## src/rtl/mdu_pkg.sv

```systemverilog
// Shared MDU definitions: op encodings, op-class helpers and the queued entry layout.
package mdu_pkg;

  localparam logic [3:0] MDU_NONE  = 4'd0;
  localparam logic [3:0] MDU_MULT  = 4'd1;
  localparam logic [3:0] MDU_MULTU = 4'd2;
  localparam logic [3:0] MDU_DIV   = 4'd3;
  localparam logic [3:0] MDU_DIVU  = 4'd4;
  localparam logic [3:0] MDU_MFHI  = 4'd5;
  localparam logic [3:0] MDU_MFLO  = 4'd6;
  localparam logic [3:0] MDU_MTHI  = 4'd7;
  localparam logic [3:0] MDU_MTLO  = 4'd8;

  typedef struct packed {
    logic [3:0]  op;
    logic [31:0] a;
    logic [31:0] b;
  } mdu_entry_t;

  // Multi-cycle ops: these keep the unit busy after they start.
  function automatic logic is_muldiv(input logic [3:0] t);
    return (t >= MDU_MULT) && (t <= MDU_DIVU);
  endfunction

  function automatic logic is_enq(input logic [3:0] t);
    return is_muldiv(t) || (t == MDU_MTHI) || (t == MDU_MTLO);
  endfunction

  function automatic logic is_read(input logic [3:0] t);
    return (t == MDU_MFHI) || (t == MDU_MFLO);
  endfunction

endpackage

```

## src/rtl/mdu_fifo.sv

```systemverilog
// Generic synchronous circular-buffer FIFO; head is visible the cycle after a write.
// Push is ignored when full and pop is ignored when empty.
module mdu_fifo #(
  parameter int DEPTH = 4,
  parameter int PTR_W = 2,
  parameter int WIDTH = 68
) (
  input  logic             clk,
  input  logic             reset,
  input  logic             push,
  input  logic [WIDTH-1:0] push_data,
  input  logic             pop,
  output logic [WIDTH-1:0] head,
  output logic             full,
  output logic             empty,
  output logic [PTR_W:0]   count
);

  localparam logic [PTR_W:0] FULL_CNT = DEPTH[PTR_W:0];

  logic [WIDTH-1:0] mem [DEPTH];
  logic [PTR_W-1:0] rd_ptr;
  logic [PTR_W-1:0] wr_ptr;
  logic             do_push;
  logic             do_pop;

  assign full    = (count == FULL_CNT);
  assign empty   = (count == '0);
  assign do_push = push && !full;
  assign do_pop  = pop && !empty;
  assign head    = mem[rd_ptr];

  // Pointers wrap naturally because DEPTH is a power of two.
  always_ff @(posedge clk) begin
    if (reset) begin
      rd_ptr <= '0;
      wr_ptr <= '0;
      count  <= '0;
    end else begin
      if (do_push) wr_ptr <= wr_ptr + 1'b1;
      if (do_pop)  rd_ptr <= rd_ptr + 1'b1;
      case ({do_push, do_pop})
        2'b10:   count <= count + 1'b1;
        2'b01:   count <= count - 1'b1;
        default: ;
      endcase
    end
  end

  always_ff @(posedge clk) begin
    if (do_push) mem[wr_ptr] <= push_data;
  end

endmodule

```

## src/rtl/mdu_issue_queue.sv

```systemverilog
// In-order issue queue in front of the multiply/divide unit; stalls mfhi/mflo until older ops finish.
// Optional macro MDU_ISSUE_BYPASS_EN: enqueue ops reaching an empty queue and idle unit issue the same cycle.
module mdu_issue_queue
  import mdu_pkg::*;
#(
  parameter int DEPTH = 4,
  parameter int PTR_W = 2
) (
  input  logic             clk,
  input  logic             reset,
  input  logic             in_valid,
  input  logic [3:0]       in_type,
  input  logic [31:0]      in_a,
  input  logic [31:0]      in_b,
  output logic             stall,
  output logic [3:0]       mdu_type,
  output logic [31:0]      mdu_a,
  output logic [31:0]      mdu_b,
  input  logic             mdu_busy,
  output logic [PTR_W:0]   q_count
);

  mdu_entry_t in_entry;
  mdu_entry_t head;
  logic       full;
  logic       empty;
  logic       issued_q;
  logic       idle;
  logic       enq_req;
  logic       rd_req;
  logic       issue;
  logic       pass;
  logic       byp;
  logic       push;

  assign in_entry = '{op: in_type, a: in_a, b: in_b};

  // mdu_busy lags a start by a cycle; issued_q covers that hole.
  assign idle    = !mdu_busy && !issued_q && !reset;
  assign enq_req = in_valid && is_enq(in_type);
  assign rd_req  = in_valid && is_read(in_type);
  assign issue   = !empty && idle;
  assign pass    = rd_req && empty && idle;

`ifdef MDU_ISSUE_BYPASS_EN
  assign byp = enq_req && empty && idle;
`else
  assign byp = 1'b0;
`endif

  // At full a push is refused even if the head pops this cycle.
  assign push  = enq_req && !full && !byp;
  assign stall = !reset && ((enq_req && full) || (rd_req && !pass));

  mdu_fifo #(
    .DEPTH (DEPTH),
    .PTR_W (PTR_W),
    .WIDTH ($bits(mdu_entry_t))
  ) u_fifo (
    .clk       (clk),
    .reset     (reset),
    .push      (push),
    .push_data (in_entry),
    .pop       (issue),
    .head      (head),
    .full      (full),
    .empty     (empty),
    .count     (q_count)
  );

  always_comb begin
    mdu_type = MDU_NONE;
    mdu_a    = '0;
    mdu_b    = '0;
    if (issue) begin
      mdu_type = head.op;
      mdu_a    = head.a;
      mdu_b    = head.b;
    end else if (pass || byp) begin
      mdu_type = in_type;
      mdu_a    = in_a;
      mdu_b    = in_b;
    end
  end

  always_ff @(posedge clk) begin
    if (reset) issued_q <= 1'b0;
    else       issued_q <= (issue && is_muldiv(head.op)) || (byp && is_muldiv(in_type));
  end

endmodule

```

## config.mk

```make
export PLATFORM = sky130hd
export DESIGN_NAME = mdu_issue_queue
export DESIGN_NICKNAME = d
export VERILOG_FILES = /design/src/rtl/mdu_pkg.sv /design/src/rtl/mdu_fifo.sv /design/src/rtl/mdu_issue_queue.sv
export SDC_FILE = /design/constraint.sdc
export NUM_CORES = 1
export LEC_CHECK = 0
export CORE_MARGIN = 2
export CORE_UTILIZATION = 25
export DETAILED_ROUTE_END_ITERATION = 7
export GPL_TIMING_DRIVEN = 0
export HOLD_SLACK_MARGIN = 0.02
export PLACE_DENSITY = 0.4
export SETUP_SLACK_MARGIN = 0.1
export SYNTH_ARGS = -nofsm -noshare
export SYNTH_HDL_FRONTEND = slang
export SYNTH_SLANG_ARGS = --single-unit
export TNS_END_PERCENT = 100
```

## constraint.sdc

```tcl
create_clock -name clk -period 4.2 [get_ports clk]
set_input_delay 0.42 -clock clk [delete_from_list [all_inputs] [get_ports clk]]
set_output_delay 0.42 -clock clk [all_outputs]
set_load 0.005 [all_outputs]
```

==> reports/metrics.yaml <==
synthesis:
  ys_types: 36
  yosysSeqAreaShare_pct: 75.22
  synth_edf_count: 272
  synth-main-ff-cell: "edfxtp_1"
  synth_area_leaders: "edfxtp_1 (73%), mux4_2 (14%), a22o_1 (5.2%), dfxtp_1 (1.8%), ha_1 (0.56%)"
  synth_most_common_cell: "edfxtp_1"
  syn_inst: 509
  syn_nets: 587
  synth_top_area_share_pct: 73.42
  synth_area_leader_cell: "edfxtp_1"
  yosys_warnings: 0
  syn_avg_cell_area_um2: 21.86
  yosys-top-cells-count: "edfxtp_1 (272), mux4_2 (68), a22o_1 (66)"
  syn-cell-area_um2: 11120
  async_flop_share_pct: 0
  ys_ff_latch: 282
sta:
  drv_slew: 0
  hold_viol: 0
  period_share_pct: 83.76
  max_slew_margin_pct: 53.30
  clock_skew_ps: 20.51
  setup_violations: 0
  setup_tns_ps: 0
  tightest_slew_ps: 700.5
  period_minus_slack_ps: 3518
  max_freq_mhz: 284.3
  hold_ws_ps: 530.2
  rsz0062_at_grt: "false"
critical_path:
  critPathKind: "in -> out"
  regToRegSetupSlack_ps: 1240
  rr_worst_depth: 10
  worstPathArrival_ps: 3100
  worstSetupStartpointType: "input pin"
  crit_required_ps: 3780
  cp_max_fo: 10
  endpoint_kind: "output pin"
detailed_routing:
  totalWireLength_mm: 26.57
  route.detailed.vias_per_inst: 4.392
  post-route-drc-count: 0
  vias: 5745
  ant_nets: 0
  drt_iter0_markers: 361
  wire_per_inst_um: 20.32
  dr.pass1.iters: 4
final_layout:
  nets: 770
  areaGrowthSynthToFinish_pct: 30.74
  final-instance-count-excl-fill: 1308
  drive_gt1_share_pct: 20.81
  diodes: 0
  final_util_pct: 33.03
floorplanning:
  fp.dieW_um: 214.9
  start_util_pct: 25.27
  placementRows: 77
  core_um2: 44030
  dieArea_um2: 46200
  ios: 144
  die_h_um: 214.9
clocking:
  cts_sinks: 282
  cts_root_buffer: "clkbuf_16"
  cts_setup_buffers: 0
  insertion_delay_ps: 500
  cts_resized: 0
  cts.path.max_buffers: 3
  numCtsBuffers: 34
  holdBufCountCts: 0
  cts_tree: "done"
  clk_pin_slew_ps: 50
  h-tree-depth: 2
placed_design:
  hpwlAfterDp_mm: 16.50
  placed_cells: 1248
  port_buffers: 143
  gp_congestion: 0.6961
global_routing:
  grt_start_max_net_pins: 36
  grt_pass1_wl_mm: 40.71
  grt_pass1_vias: 6500
  antenna_found_initial: 0
  grt_usage_pct: 11.64
  overflow: 0
power_and_ir_drop:
  totalPowerFinal_w: 0.006522
  p_leak_nw: 4.528
  vdd_ir_drop_max_mv: 0.1828
  power_density_nw_per_um2: 448.4
min_path:
  hold_depth: 2
  hold_class: "reg -> reg"
run:
  drv_cap: 0
outcome:
  status: "complete, no violations"
[layout make-up]
cell class              instances  area [um^2]
inverters                       6        22.52
repair buffers                147         1541
well taps                     592        740.7
clock buffers                  40        937.1
fillers                      4213        29480
multi-input cells             189         2517
plain buffers                  32        226.5
flip-flops and latches        282         8368
clock inverters                20        190.2
[path summary, 6_finish.rpt]
kind                      end             start
min          u_fifo.wr_ptr[1]  u_fifo.wr_ptr[1]
min reg2reg  u_fifo.wr_ptr[1]  u_fifo.wr_ptr[1]
max reg2reg   u_fifo.count[2]          issued_q
max                  mdu_a[8]             reset
[layout by cell type, fill, tap and decap left out, types with 6 or more instances in the layout]
master / n
clkdlybuf4s50_1: 143
clkinv_2: 8
clkinv_1: 8
dfxtp_1: 10
a22o_1: 66
buf_2: 7
mux4_2: 68
clkbuf_16: 37
inv_1: 6
nor2_1: 9
edfxtp_1: 272
clkbuf_1: 15
[per-layer routing]
metal | global-route usage, % | wire [um] | part of all wire [%] | vias to the layer above
met5 | 0 | 0 | 0 | -
met4 | 3.102 | 461 | 1.7 | 0
met3 | 2.718 | 1268 | 4.8 | 32
met2 | 19.65 | 13080 | 49 | 139
met1 | 15.02 | 11760 | 44 | 3037
li1 | - | - | - | 2537
[cells by family (layout without fill, tap and decap cells)]
logic type      after synthesis  after routing  synth area share, %
mux                          70             70                13.96
flops                       282            282                75.22
fa+ha+maj                     6              6               0.7423
compound gates               76             76                5.849
simple gates                 32             32                1.597
xor+xnor                      5              5               0.3937
buf+inv                      38            245                2.238
[sequential cells by signal, summed over array words and instances, names as in the netlist, named ones only]
register       flops
issued_q           1
u_fifo.mem       272
u_fifo.wr_ptr      2
u_fifo.count       3
u_fifo.rd_ptr      2
[report_power, final]
group          switching, W  internal, W  leakage, nW
sequential        0.0000147      0.00314         2.54
clock               0.00108      0.00183        0.560
combinational      0.000211     0.000242         1.43
total               0.00131      0.00522         4.53
[critical path, stage by stage]
cell and delay [ps]:
clkdlybuf4s50_1 450, nor3_1 370, nor2b_1 190, buf_2 320
clkbuf_1 540, a22o_1 260, clkdlybuf4s50_1 530
[metrics by stage]
step	setup slack, ps	area (um^2)
after floorplan	921.3	11120
after global placement	-1365	13300
after detailed placement	672.9	13420
after CTS	660.5	14540
after global routing	563.8	14540
final	682.0	14540
No activity file was read; power rests on OpenSTA's default activity.
==> variant: new RTL, config.mk and constraints unchanged <==
Make the reset (`reset`) asynchronous in 2 clocked blocks.
--- a/src/rtl/mdu_fifo.sv
+++ b/src/rtl/mdu_fifo.sv
@@ -31,7 +31,7 @@
   assign head    = mem[rd_ptr];
 
   // Pointers wrap naturally because DEPTH is a power of two.
-  always_ff @(posedge clk) begin
+  always_ff @(posedge clk or posedge reset) begin
     if (reset) begin
       rd_ptr <= '0;
       wr_ptr <= '0;
--- a/src/rtl/mdu_issue_queue.sv
+++ b/src/rtl/mdu_issue_queue.sv
@@ -83,7 +83,7 @@
     end
   end
 
-  always_ff @(posedge clk) begin
+  always_ff @(posedge clk or posedge reset) begin
     if (reset) issued_q <= 1'b0;
     else       issued_q <= (issue && is_muldiv(head.op)) || (byp && is_muldiv(in_type));
   end
Behaviour: differs if reset is asserted again (counterexample within 4 cycles, from zero or initial values and one cycle with reset high); with reset held inactive, the same outputs for 4 cycles.
==> variant against the unedited design <==
  * Setup slack improved by 48 ps
  * Sequential cell count decreased by 2
  * Fmax increased by 1.4%
  * Cell count decreased by 0.38%
  * Via count decreased by 0.21%
  * Design area decreased by 0.40%
  * Wire length increased by 3.2%
  * Critical path depth decreased by 1
  * Synthesized area decreased by 0.47%
Power is not compared: it rests on default switching activity, and its combinational part moved more than twofold at a synthesized area within 25%.
==> variant: results (changes against the unedited design) <==
[global_routing]
track_usage=0.119  ; +0.00261
grt_pass1_vias=6482  ; -0.28%
grt_pass1_wl_microns=41500  ; +1.9%
antenna_found_initial=1  ; +1
grt_start_max_net_pins=24  ; -33%

[yosys]
synthArstFlopShare=0.0286  ; +0.0286
syn_nets=578  ; -1.5%
synth.area.mux_share=0.141  ; +0.00100
yosys-top-cells-area=edfxtp_1 74%, mux4_2 14%, a22o_1 5.2%, dfrtp_1 1.8%, buf_6 0.71%
synth_cells=500  ; -1.8%
synthAdderAreaFrac=0.00746  ; +0.0000352
synth-compound-area-share=0.0579  ; -0.000626
synth.distinct_cells=32  ; -11%
synth_commonest_cells=272 x edfxtp_1, 68 x mux4_2, 66 x a22o_1
yosys.area.top_type=edfxtp_1
synth-xor-area-share=0.00633  ; +0.00239
yosysSeqAreaShare=0.756  ; +0.00357

[power]
power_mw=8.20
p_switching_mw=2.14
power_leakage_nw=4.65
combinationalPowerShare=0.275
pg_seq_mw=3.39

[drt]
wire_per_inst_microns=21.0  ; +3.6%
drtIter0Drc=394  ; +9.1%
vias=5733  ; -0.21%
drt_wl_total_microns=27400  ; +3.2%

[status]
status=completed

[layout]
diodes=0  ; unchanged
fillers=4216  ; +0.071%
drive_gt1_frac=0.207  ; -0.00135
nNetsFinal=766  ; -0.52%

[place]
dp_hpwl_microns=18000  ; +8.8%
dp_cells=1247  ; -0.080%
gp_congestion=0.658  ; -5.5%
post-place-ws_ps=686  ; +13.5 ps
portBuffers=143  ; unchanged

[hold_path]
hold_class=in -> async

[clocking]
htree_levels=1  ; -1
cts_max_path_buffers=3  ; unchanged
path_clk_slew_ps=60
clk_latency_ps=550  ; +50 ps
post-cts-setup-buffers=0  ; unchanged
clockRootBuffer=clkbuf_16
numCtsBuffers=31  ; -8.8%

[sta]
skew_ps=6.14  ; -14.4 ps
tightest_slew_ps=802  ; +101 ps

[critical_path]
critPathMaxFanout=10  ; unchanged
cpPeakStageDelay_ps=630  ; +90 ps
crit_arrival_ps=3050  ; -50 ps

variant: cell count changes in the layout (fill, tap and decap cells not counted), sizes merged, moves of 4 or more:
cell | unedited run | this run
dfxtp | 10 | 0
clkinv | 16 | 7
buf | 24 | 32
dfrtp | 0 | 8
clkbuf | 52 | 59
and2 | 5 | 1
inv | 6 | 10
variant: worst paths after layout:
path	startpoint	to	cells past startpoint	slack (ps)
min in group clk	in_b[28]	u_fifo.mem[0][28]	1	540
worst min register to register	u_fifo.wr_ptr[0]	u_fifo.wr_ptr[0]	1	550
worst min-delay path	reset	u_fifo.count[2]	2	200
worst max register to register	issued_q	u_fifo.count[2]	10	1670
worst max-delay path	u_fifo.rd_ptr[1]	mdu_b[12]	6	730
max in group asynchronous	reset	u_fifo.wr_ptr[0]	2	3750
variant: per-layer routing:
layer  GRT usage  share of wire  wire, microns
met1       0.157           0.45          12300
met2       0.201           0.49          13400
met3      0.0235          0.044           1220
met4      0.0313          0.020            556
met5           0        0.00044             12
variant: critical path: cells and delay by family, from the launching register on:
family	cells	cell delay, ps
AOI/OAI and AO/OA	1	220
muxes	1	420
DFF	1	310
buffers and inverters	4	1530
variant: final cells by class:
| cell class | count | area share |
|---|---|---|
| clock inverters | 9 | 0.00622 |
| plain buffers | 32 | 0.0141 |
| repair buffers | 155 | 0.116 |
| flip-flops and latches | 280 | 0.578 |
| well taps | 592 | 0.0511 |
| inverters | 10 | 0.00259 |
| multi-input cells | 178 | 0.172 |
| clock buffers | 47 | 0.0598 |
variant: per-stage QoR:
step	instance area [sq um]	setup TNS [ps]
3_5_place_dp	13500	0
2_1_floorplan	11100	-95600
6_report	14500	0
4_1_cts	14500	0
3_3_place_gp	13200	-1149930
5_1_grt	14500	0
